### config.mk
export PLATFORM = sky130hd
export DESIGN_NAME = fproc_meas_responder
export DESIGN_NICKNAME = d
export VERILOG_FILES = /design/src/rtl/fproc_pkg.sv /design/src/rtl/fproc_core_port.sv /design/src/rtl/fproc_meas_responder.sv
export SDC_FILE = /design/constraint.sdc
export NUM_CORES = 1
export LEC_CHECK = 0
export CORE_MARGIN = 2
export CORE_UTILIZATION = 44
export DETAILED_ROUTE_END_ITERATION = 8
export MAX_ROUTING_LAYER = met4
export PLACE_DENSITY = 0.78
export REMOVE_ABC_BUFFERS = 1
export SKIP_CTS_REPAIR_TIMING = 1
export SLEW_MARGIN = 20
export SYNTH_ARGS = -nofsm -noshare
export SYNTH_HDL_FRONTEND = slang
export SYNTH_SLANG_ARGS = --single-unit
### constraint.sdc
create_clock -name clk -period 2.28 [get_ports clk]
set_input_delay 0.456 -clock clk [delete_from_list [all_inputs] [get_ports clk]]
set_output_delay 0.456 -clock clk [all_outputs]
set_load 0.05 [all_outputs]
### src/rtl/fproc_pkg.sv
// Shared types and constants for the fproc measurement responder.
// Response words carry three flag bits; everything above them is zero.
package fproc_pkg;

  typedef enum logic [1:0] {
    IDLE,
    DELAY,
    WAIT,
    RESP
  } port_state_e;

  localparam int MEAS_BIT    = 0;
  localparam int TIMEOUT_BIT = 1;
  localparam int BADID_BIT   = 2;
  localparam int RESP_FLAG_W = 3;

  // The top bit of an fproc id selects wait-fresh mode.
  function automatic int mode_bit_pos(input int id_width);
    return id_width - 1;
  endfunction

  function automatic logic [RESP_FLAG_W-1:0] resp_flags(input logic meas,
                                                        input logic tmo,
                                                        input logic bad);
    logic [RESP_FLAG_W-1:0] f;
    f              = '0;
    f[MEAS_BIT]    = meas;
    f[TIMEOUT_BIT] = tmo;
    f[BADID_BIT]   = bad;
    return f;
  endfunction

endpackage

### src/rtl/fproc_core_port.sv
// One responder port: accepts a request from a single core and answers it
// either after a fixed latency or when a fresh measurement (or timeout) arrives.
module fproc_core_port
  import fproc_pkg::*;
#(
  parameter int DATA_WIDTH     = 32,
  parameter int FPROC_ID_WIDTH = 8,
  parameter int N_MEAS         = 8,
  parameter int RESP_LATENCY   = 2,
  parameter int TIMEOUT        = 1024
) (
  input  logic                      clk_i,
  input  logic                      rst_ni,
  input  logic                      en_i,
  input  logic [FPROC_ID_WIDTH-1:0] id_i,
  input  logic [N_MEAS-1:0]         latest_i,
  input  logic [N_MEAS-1:0]         meas_valid_i,
  input  logic [N_MEAS-1:0]         meas_bit_i,
  output logic                      ready_o,
  output logic [DATA_WIDTH-1:0]     data_o,
  output logic                      busy_o
);

  localparam int CH_W     = FPROC_ID_WIDTH - 1;
  localparam int MODE_POS = mode_bit_pos(FPROC_ID_WIDTH);
  localparam int MW       = (N_MEAS > 1) ? $clog2(N_MEAS) : 1;
  localparam int DW       = (RESP_LATENCY > 1) ? $clog2(RESP_LATENCY) : 1;
  localparam int TW       = (TIMEOUT > 1) ? $clog2(TIMEOUT) : 1;

  localparam logic [DW-1:0] DELAY_LOAD   = DW'((RESP_LATENCY > 1) ? (RESP_LATENCY - 2) : 0);
  localparam logic [TW-1:0] TIMEOUT_LAST = TW'(TIMEOUT - 1);

  port_state_e           state_q;
  logic [MW-1:0]         ch_q;
  logic [DW-1:0]         dly_q;
  logic [TW-1:0]         tmo_q;
  logic                  ready_q;
  logic                  busy_q;
  logic [DATA_WIDTH-1:0] data_q;

  logic [CH_W-1:0] req_ch;
  logic [MW-1:0]   req_idx;
  logic            req_mode;
  logic            req_bad;

  assign req_ch   = id_i[CH_W-1:0];
  assign req_idx  = req_ch[MW-1:0];
  assign req_mode = id_i[MODE_POS];
  assign req_bad  = 32'(req_ch) >= 32'(N_MEAS);

  // Bad ids are answered after the normal latency regardless of mode.
  always_ff @(posedge clk_i or negedge rst_ni) begin
    if (!rst_ni) begin
      state_q <= IDLE;
      ch_q    <= '0;
      dly_q   <= '0;
      tmo_q   <= '0;
      ready_q <= 1'b0;
      busy_q  <= 1'b0;
      data_q  <= '0;
    end else begin
      ready_q <= 1'b0;
      case (state_q)
        IDLE: begin
          if (en_i) begin
            busy_q <= 1'b1;
            ch_q   <= req_idx;
            if (!req_bad && req_mode) begin
              state_q <= WAIT;
              tmo_q   <= '0;
            end else begin
              data_q <= req_bad ? DATA_WIDTH'(resp_flags(1'b0, 1'b0, 1'b1))
                                : DATA_WIDTH'(resp_flags(latest_i[req_idx], 1'b0, 1'b0));
              if (RESP_LATENCY == 1) begin
                state_q <= RESP;
                ready_q <= 1'b1;
              end else begin
                state_q <= DELAY;
                dly_q   <= DELAY_LOAD;
              end
            end
          end
        end
        DELAY: begin
          if (dly_q == '0) begin
            state_q <= RESP;
            ready_q <= 1'b1;
          end else begin
            dly_q <= dly_q - DW'(1);
          end
        end
        // A measurement arriving on the last waiting cycle beats the timeout.
        WAIT: begin
          if (meas_valid_i[ch_q]) begin
            data_q  <= DATA_WIDTH'(resp_flags(meas_bit_i[ch_q], 1'b0, 1'b0));
            state_q <= RESP;
            ready_q <= 1'b1;
          end else if (tmo_q == TIMEOUT_LAST) begin
            data_q  <= DATA_WIDTH'(resp_flags(1'b0, 1'b1, 1'b0));
            state_q <= RESP;
            ready_q <= 1'b1;
          end else begin
            tmo_q <= tmo_q + TW'(1);
          end
        end
        RESP: begin
          state_q <= IDLE;
          busy_q  <= 1'b0;
        end
        default: begin
          state_q <= IDLE;
          busy_q  <= 1'b0;
        end
      endcase
    end
  end

  assign ready_o = ready_q;
  assign data_o  = data_q;
  assign busy_o  = busy_q;

endmodule

### src/rtl/fproc_meas_responder.sv
// Far end of the core-side fproc interface: keeps the latest measurement bit
// per readout channel and serves each core through its own independent port.
module fproc_meas_responder
  import fproc_pkg::*;
#(
  parameter int DATA_WIDTH     = 32,
  parameter int FPROC_ID_WIDTH = 8,
  parameter int N_CORES        = 2,
  parameter int N_MEAS         = 8,
  parameter int RESP_LATENCY   = 2,
  parameter int TIMEOUT        = 1024
) (
  input  logic                              clk,
  input  logic                              reset,
  input  logic [N_CORES-1:0]                fproc_en_in,
  input  logic [N_CORES*FPROC_ID_WIDTH-1:0] fproc_id_in,
  input  logic [N_MEAS-1:0]                 meas_valid,
  input  logic [N_MEAS-1:0]                 meas_bit,
  output logic [N_CORES-1:0]                fproc_ready_out,
  output logic [N_CORES*DATA_WIDTH-1:0]     fproc_data_out,
  output logic [N_CORES-1:0]                fproc_busy_out
);

  logic [N_MEAS-1:0] latest_q;
  logic [N_MEAS-1:0] latest_d;

  always_comb begin
    latest_d = (latest_q & ~meas_valid) | (meas_bit & meas_valid);
  end

  always_ff @(posedge clk or negedge reset) begin
    if (!reset) begin
      latest_q <= '0;
    end else begin
      latest_q <= latest_d;
    end
  end

  for (genvar i = 0; i < N_CORES; i++) begin : g_port
    fproc_core_port #(
      .DATA_WIDTH    (DATA_WIDTH),
      .FPROC_ID_WIDTH(FPROC_ID_WIDTH),
      .N_MEAS        (N_MEAS),
      .RESP_LATENCY  (RESP_LATENCY),
      .TIMEOUT       (TIMEOUT)
    ) u_port (
      .clk_i       (clk),
      .rst_ni      (reset),
      .en_i        (fproc_en_in[i]),
      .id_i        (fproc_id_in[FPROC_ID_WIDTH*i +: FPROC_ID_WIDTH]),
      .latest_i    (latest_q),
      .meas_valid_i(meas_valid),
      .meas_bit_i  (meas_bit),
      .ready_o     (fproc_ready_out[i]),
      .data_o      (fproc_data_out[DATA_WIDTH*i +: DATA_WIDTH]),
      .busy_o      (fproc_busy_out[i])
    );
  end

endmodule

## After elaboration in Yosys (flattened, before gate mapping)

Index checks and enable logic that the tools add are counted.

| storage, ports and cells | value |
|---|---|
| register bits | 108 |
| input bits | 36 |
| logic and storage cells | 141 |

| cells by class | value |
|---|---|
| add/sub/neg operators | 4 |
| $lt $le $gt $ge | 6 |
| equality and inequality tests | 22 |
| muxes and demuxes | 66 |
| bitwise logic cells | 4 |
| reductions and logical operators | 24 |

Operators with widths:

| kind | count |
|---|---|
| $mux W32 | 8 |
| $pmux W32 S2 | 2 |
| $mux W10 | 8 |
| $pmux W10 S2 | 2 |
| $add A10 B1 Y10 const B | 2 |
| $eq A10 B10 Y1 const B | 2 |
| $mux W1 | 20 |
| $mux W2 | 10 |
| $ne A2 B2 Y1 const B | 10 |
| $bmux W1 S3 | 6 |
| $and A8 B8 Y8 | 2 |
| $lt A3 B4 Y1 const B | 4 |
| $pmux W2 S4 | 2 |
| $ge A7 B4 Y1 const B | 2 |
| $pmux W1 S2 | 6 |
| $reduce_and A3 Y1 | 4 |
| $reduce_bool A2 Y1 | 6 |
| $reduce_and A5 Y1 | 2 |
| $eq A2 B2 Y1 const B | 4 |
| $not A8 Y8 | 1 |
| $or A8 B8 Y8 | 1 |
| $reduce_and A2 Y1 | 4 |
| $reduce_and A4 Y1 | 2 |
| $mux W3 | 2 |
| 7 further kinds | 14 |

## Logic depth before layout (Yosys ltp)

| logic depth | value |
|---|---|
| depth after elaboration | 6 |
| mapped depth | 9 |
| gate-level depth less buffers | 7 |

## Hierarchy

A second synthesis with hierarchy kept.

| unflattened totals | value |
|---|---|
| cells, all modules | 332 |
| area total of the unflattened synthesis | 3,445.8 µm² |

By module, submodules not included:

| module | times used | cells an instance | area each (µm²) | seq. area each (µm²) |
|---|---|---|---|---|
| fproc_core_port (g_port[0].u_port) | 1 | 166 | 1,592.8 | 500.5 |
| fproc_core_port (g_port[1].u_port) | 1 | 150 | 1,532.7 | 500.5 |
| fproc_meas_responder | 1 | 16 | 320.3 | 200.2 |

## Least setup slack after synthesis

OpenSTA, ideal clock, no wires.

| timing path | value |
|---|---|
| path type | register to register |
| start point | register g_port[0].u_port.ch_q[2] |
| end point | register g_port[0].u_port.tmo_q[5] |
| arrival time | 2.236 ns |
| data required time | 2.154 ns |
| path slack | -0.082 ns |
| cell stages (with the launch flop) | 8 |
| buffers on the path | 2 |
| period minus slack after synthesis | 2.362 ns |
| cells stage by stage | dfrtp_1 > buf_6 > mux2_1 > mux4_2 > or2_1 > buf_6 > o311a_1 > a221o_1 |

| between the ends | value |
|---|---|
| word-level cells in the longest chain between the ends | 4 |

Ends and longest elaborated chain:

| what | line | text |
|---|---|---|
| start, declared | fproc_core_port.sv:34 | `logic [MW-1:0] ch_q;` |
| start signal, assigned | fproc_core_port.sv:67 | `ch_q <= req_idx;` |
| $bmux W1 S3 | fproc_core_port.sv:94 | `if (meas_valid_i[ch_q]) begin` |
| $mux W1 (not written as such) | fproc_core_port.sv:94 |  |
| $ne A2 B2 Y1 (no line) | n/a |  |
| $reduce_and A5 Y1 (no line) | n/a |  |
| end signal, assigned | fproc_core_port.sv:103 | `tmo_q <= tmo_q + TW'(1);` |
| end, declared | fproc_core_port.sv:36 | `logic [TW-1:0] tmo_q;` |

Every way passes these cells. The select of a mux whose other input is x is not followed.
A chain may end at the register's enable or synchronous reset.

## Final worst setup path

Same ends and word-level chain as after synthesis.

==> metrics.txt <==
cell count after synthesis=367; Die ar.=just under 0.009 mm^2; core area=around 0.0078 mm^2; footprint of the multi-input gates=about 0.002 mm^2; clk_lat worst skew=about 310 ps; initial drt markers=228; Syn Std Cell Area=roughly 0.0035 mm^2; CTS Sinks=48; largest net degree at the start of global routing=22; Synth Area in Adders=under 10%; Final Hold Fails=0; Register Area=approximately 0.0012 mm^2; Synth Area in Simple Gates=15.48%; Crit path largest cell delay=490 ps; reg2reg path depth=5; CTS Buffer Depth=2; min-delay worst type=input pin to asynchronous set/reset pin; FMAX=roughly 0.44 GHz; ys flop type=dfrtp_1; synthesized flop and latch total=48; Die W=about 94 um; Slew Limit Fails=0; Yosys top cell area share=around a third; FILL cells=around 680; Worst setup EP type=flop; Reg-to-Reg End=g_port[0].u_port.tmo_q[5]$_DFFE_PN0P_; Critical Path RT=roughly 2500 ps; IO buf count=45; TritonCTS clock tree=done; Area Growth Syn to Fin=17.64%; Power Density=roughly 1100 mW/mm^2; EDFF count, synth=0; synth cell count leaders=62 x buf_4, 48 x dfrtp_1, 29 x nand2_1; # IOs=between 100 and 150; clock root buffer=clkbuf_8; Vias=~2,900; post-DP HPWL=slightly above 6000 um; drt drc=0; combinational family with the most area after synthesis=buffers and inverters; failing checks=setup timing; Reg power frac=between 30% and 40%; Compound-Gate Fraction of Synth Area=approximately 14%; FF-to-FF setup slack=-20 ps; status=finished with violations; DIE HEIGHT=around 94 um; Global Route Usage Sum=18.70%; # setup viols final=1; crit path time final=~2300 ps; antenna violations before repair=0; critical path launch point type=flop; worst-path cell chain=mux2_4 -> mux4_2 -> or2_4 -> o311a_1 -> a221o_1; Worst Slack Setup Final=-15.53 ps; drt via density=~5.4; hold_ws=between 0.6 and 0.7 ps; H-tree depth=2; first-pass GRT wire length=12,740 um; row count=32; CP max FO=7; WL/cell=14.50 um; Max Clock Skew=9.133 ps; Max stage delay cell, worst path=mux4_2; reg2reg start=g_port[0].u_port.ch_q[2]$_DFFE_PN0P_; share of layout cells above drive strength 1=17.17%; Synth Area in XOR/XNOR=0%; Worst EP arrival=between 2000 and 2500 ps; initial core utilization=a little under half; TritonRoute pass-1 iters=6; GRT overflow=0; Final ANT Viol Nets=0; area leader, netlist=dfrtp_1; sw power=0.002044 W; register area share after synthesis=between 30% and 40%; WL final=around 7700 um; Pint=approximately 0.0024 W; Pleak=around 1.9 nW; peak supply drop=0.6524 mV; worst rel slew slack=between 60 and 70%; total power=0.004486 W; Placed Area=0.004025 mm^2; fin area=around 0.0042 mm^2; most numerous cell in the Yosys netlist=buf_4; Post-layout nets=around 480; warnings from Yosys=0; post-route clock period utilization=100.7%; clock power share=between 10% and 20%; CTS buffer count=5; largest cells by area after synthesis=dfrtp_1 34%, buf_4 13%, mux2_2 5.7%; Avg Synthesized Cell Area=around 9.6 um^2; Async S/R FF share, synth=between 90% and 100%; RSZ-0062 raised after global routing=yes; Clk pin slew, worst setup/hold paths=~90 ps; Gate power share=between 50% and 60%; Setup Crit Path Kind=flop to flop; unique cell type count in the Yosys netlist=57; GPL Wtd Cong=0.9151; Diodes inserted=0; Sw Ratio=between 40% and 50%; total of max-cap violations=0; Worst Max-Slew Pin Slew=between 500 and 600 ps; vias in the first global route=~2,700; mux contribution to synthesized area=about 16%
[metal layers]
metal	GRT usage [%]	share of wire [%]	up-vias
met5	-	0	-
met4	7.126	1.8	0
met3	2.247	4.7	13
met2	31.79	54	113
met1	22.89	40	1394
li1	-	-	1356
[power groups by stage]
stage          combinational, W  sequential [W]  clock, W
2_1_floorplan           0.00152         0.00149         0
3_3_place_gp            0.00248         0.00134         0
3_5_place_dp            0.00255         0.00136         0
4_1_cts                 0.00256         0.00134  0.000550
5_1_grt                 0.00283         0.00139  0.000584
6_report                0.00260         0.00135  0.000539
[logic make-up after synthesis]
logic type,after synthesis
flip-flops,48
adder cells (fa/ha/maj),10
buffers and inverters,89
other,1
AND/OR/NAND/NOR,106
multiplexers,44
AO/OA/AOI/OAI,69
[cell type report]
cell class | instances | area share, %
Inverter | 11 | 0.9916
Timing Repair Buffer | 77 | 16.95
Clock inverter | 1 | 0.1803
Clock buffer | 7 | 2.073
Tap cell | 102 | 3.065
Multi-Input combinational cell | 287 | 47.87
Sequential cell | 48 | 28.88
[cells in the final DEF, fill, tap and decap left out, types with 3 or more instances in the layout]
cell              n
conb_1           58
dfrtp_1          47
clkdlybuf4s50_1  36
buf_4            32
nand2_1          29
mux2_2           18
mux2i_1          16
nand3_1          16
o21ai_0          14
nor3_1           12
nor2_1           12
inv_1            11
a21oi_1          11
ha_1             10
mux4_2            8
dlymetal6s2s_1    8
nand4_1           6
a221o_1           6
clkbuf_8          6
nor2b_1           5
and4_1            4
and3_1            4
nor4_1            4
o211ai_1          4
a2bb2oi_1         4
o211a_1           3
[through the flow]
stage / utilization [%] / setup WS, ps / cells / setup TNS [ps]
6_report: 53.61 / -15.53 / 533 / -15.53
4_1_cts: 53.03 / -154.4 / 533 / -558.7
5_1_grt: 53.61 / -62.43 / 533 / -100.8
3_3_place_gp: 51.82 / -403.3 / 525 / -4797
2_1_floorplan: - / -41.97 / 346 / -90.97
3_5_place_dp: 51.82 / -484.0 / 525 / -6908
[how the worst max path moves through the flow]
stage | start | end | slack (ps) | cells past startpoint
floorplan | g_port[0].u_port.ch_q[2]$_DFFE_PN0P_ | g_port[0].u_port.tmo_q[5]$_DFFE_PN0P_ | -40 | 5
global placement | meas_valid[6] | g_port[0].u_port.tmo_q[7]$_DFFE_PN0P_ | -400 | 6
detailed placement | meas_valid[7] | g_port[0].u_port.tmo_q[5]$_DFFE_PN0P_ | -480 | 6
CTS | meas_valid[7] | g_port[0].u_port.tmo_q[8]$_DFFE_PN0P_ | -150 | 6
global route | g_port[0].u_port.ch_q[2]$_DFFE_PN0P_ | g_port[0].u_port.tmo_q[5]$_DFFE_PN0P_ | -60 | 5
finish | g_port[0].u_port.ch_q[2]$_DFFE_PN0P_ | g_port[0].u_port.tmo_q[5]$_DFFE_PN0P_ | -20 | 5
[critical path: cells and delay by family (launching register included)]
kind             cells  cell delay, ps
AO/OA/AOI/OAI        2             620
flip-flops           1             470
multiplexers         2             800
AND/OR/NAND/NOR      1             280
Note: power is estimated with default switching activity, not from simulation.
==> edit (same flow settings) <==
`DATA_WIDTH` is set to 32 in 2 places; all go to 40.
--- a/src/rtl/fproc_core_port.sv
+++ b/src/rtl/fproc_core_port.sv
@@ -3,7 +3,7 @@
 module fproc_core_port
   import fproc_pkg::*;
 #(
-  parameter int DATA_WIDTH     = 32,
+  parameter int DATA_WIDTH     = 40,
   parameter int FPROC_ID_WIDTH = 8,
   parameter int N_MEAS         = 8,
   parameter int RESP_LATENCY   = 2,
--- a/src/rtl/fproc_meas_responder.sv
+++ b/src/rtl/fproc_meas_responder.sv
@@ -3,7 +3,7 @@
 module fproc_meas_responder
   import fproc_pkg::*;
 #(
-  parameter int DATA_WIDTH     = 32,
+  parameter int DATA_WIDTH     = 40,
   parameter int FPROC_ID_WIDTH = 8,
   parameter int N_CORES        = 2,
   parameter int N_MEAS         = 8,
Ports: changed (resized fproc_data_out); port bits go from 104 to 120. The function was not compared with the original's and may differ.
==> edit against the unedited design <==
Critical endpoint is now g_port[0].u_port.tmo_q[7]. Routed wire length up 2.3%. Final cell count up 3.8%. First-iteration DRC count down 21%. Maximum frequency up 0.32%. Synthesized cell count up 4.4%. Worst setup slack better by 7.4 ps. Total power up 7.1%. Critical path depth unchanged. Area after synthesis up 3.4%. Combinational power up 6%. The flow still finishes with violations (setup timing). Sequential cell count unchanged. Hold slack better by 140 ps. Cell area up 3.2%.
==> edit: results (changes against the unedited design) <==
Status: finished with violations (unchanged)
Failing checks: setup timing (unchanged)
Nets: 494 (was 476)
Worst Skew: 7.98 ps (was 9.13 ps)
FF-to-FF End: g_port[0].u_port.tmo_q[7] (was g_port[0].u_port.tmo_q[5])
Leak: 2.04 nW (was 1.94 nW)
Number of global-route vias before repair: 2814 (was 2717)
Layout cells sized above 1: 17.4% (was 17.2%)
Worst hold slack: 144 ps (was 0.640 ps)
Max_slew headroom: 58.7% (was 65.7%)
Setup TNS: -8.16 ps (was -15.5 ps)
First-pass GRT wire length: 12.8 mm (was 12.7 mm)
Final worst slack: -8.16 ps (was -15.5 ps)
First drt pass iteration count: 4 (was 6)
Top cells by area, synth: dfrtp_1 33%, buf_4 16%, mux2_2 5.5%, mux4_2 4.9%, mux2i_1 4.4% (was dfrtp_1 34%, buf_4 13%, mux2_2 5.7%, mux4_2 5.1%, mux2i_1 4.5%)
Syn_area_per_cell: 9.56 µm² (was 9.64 µm²)
Sequential fraction of the synthesis area: 32.8% (was 33.9%)
Total routed wirelength: 7.91 mm (was 7.73 mm)
Post-Layout Cell Count: 553 (was 533)
Setup Viol. Count Final: 1 (unchanged)
Largest net degree at the start of global routing: 27 (was 22)
Cell area power density: 1120 nW/µm² (was 1080 nW/µm²)
Place WS: -474 ps (was -484 ps)
Tot GR Track Use: 18.3% (was 18.7%)
Post-synth top cells: 78 x buf_4, 48 x dfrtp_1, 29 x nand2_1 (was 62 x buf_4, 48 x dfrtp_1, 29 x nand2_1)
Initial DRC count: 181 (was 228)
DPL Wire Length: 6.05 mm (about the same)
Total number of vias: 2953 (was 2876)
Fillers: 701 (was 675)
-- edit: cell count changes after synthesis --
cell | before | now
buf_4 | 62 | 78
-- edit: per-layer routing --
metal  GRT usage (%)  vias to the layer above  wire [µm]
met5               -                        -          0
met4            6.88                        0        112
li1                -                     1370          -
met3            2.21                        8        384
met1            21.5                     1470       3240
met2            32.0                      105       4170
-- edit: kinds of logic (layout without fill, tap and decap cells) --
logic type                 count (synthesis)  after routing  synth area share, %
muxes                                     44             44                 15.5
AOI/OAI and AO/OA                         69             69                 14.0
DFF                                       48             48                 32.8
buffers and inverters                    105             97                 19.2
adders and majority gates                 10             10                 3.42
and+or+nand+nor                          106            106                 15.0
other                                      1             74                0.102
-- edit: where the power goes --
part | switching, mW | internal, mW | total (mW)
sequential | 0.251 | 1.08 | 1.33
combinational | 1.56 | 1.19 | 2.75
clock | 0.294 | 0.432 | 0.726
total | 2.11 | 2.69 | 4.80
-- edit: worst max path at each step --
stage,to,depth (start not counted)
after floorplan,g_port[0].u_port.tmo_q[5],5
after global placement,g_port[0].u_port.tmo_q[7],6
after detailed placement,g_port[0].u_port.tmo_q[7],6
after CTS,g_port[0].u_port.tmo_q[7],6
after global routing,g_port[0].u_port.tmo_q[7],5
final,g_port[0].u_port.tmo_q[7],5
-- edit: layout make-up --
type | instances | area share, %
multi-input cells | 303 | 48.0
flip-flops and latches | 48 | 28.0
repair buffers | 79 | 17.1
well taps | 105 | 3.06
clock buffers | 5 | 1.60
clock inverters | 2 | 1.40
inverters | 11 | 0.960
-- edit: worst max-delay path, stage by stage, from the launching register on --
cell	delay, ps
dfrtp_2	470
mux2_4	310
mux4_2	480
or2_4	280
o311a_1	370
a221o_1	260
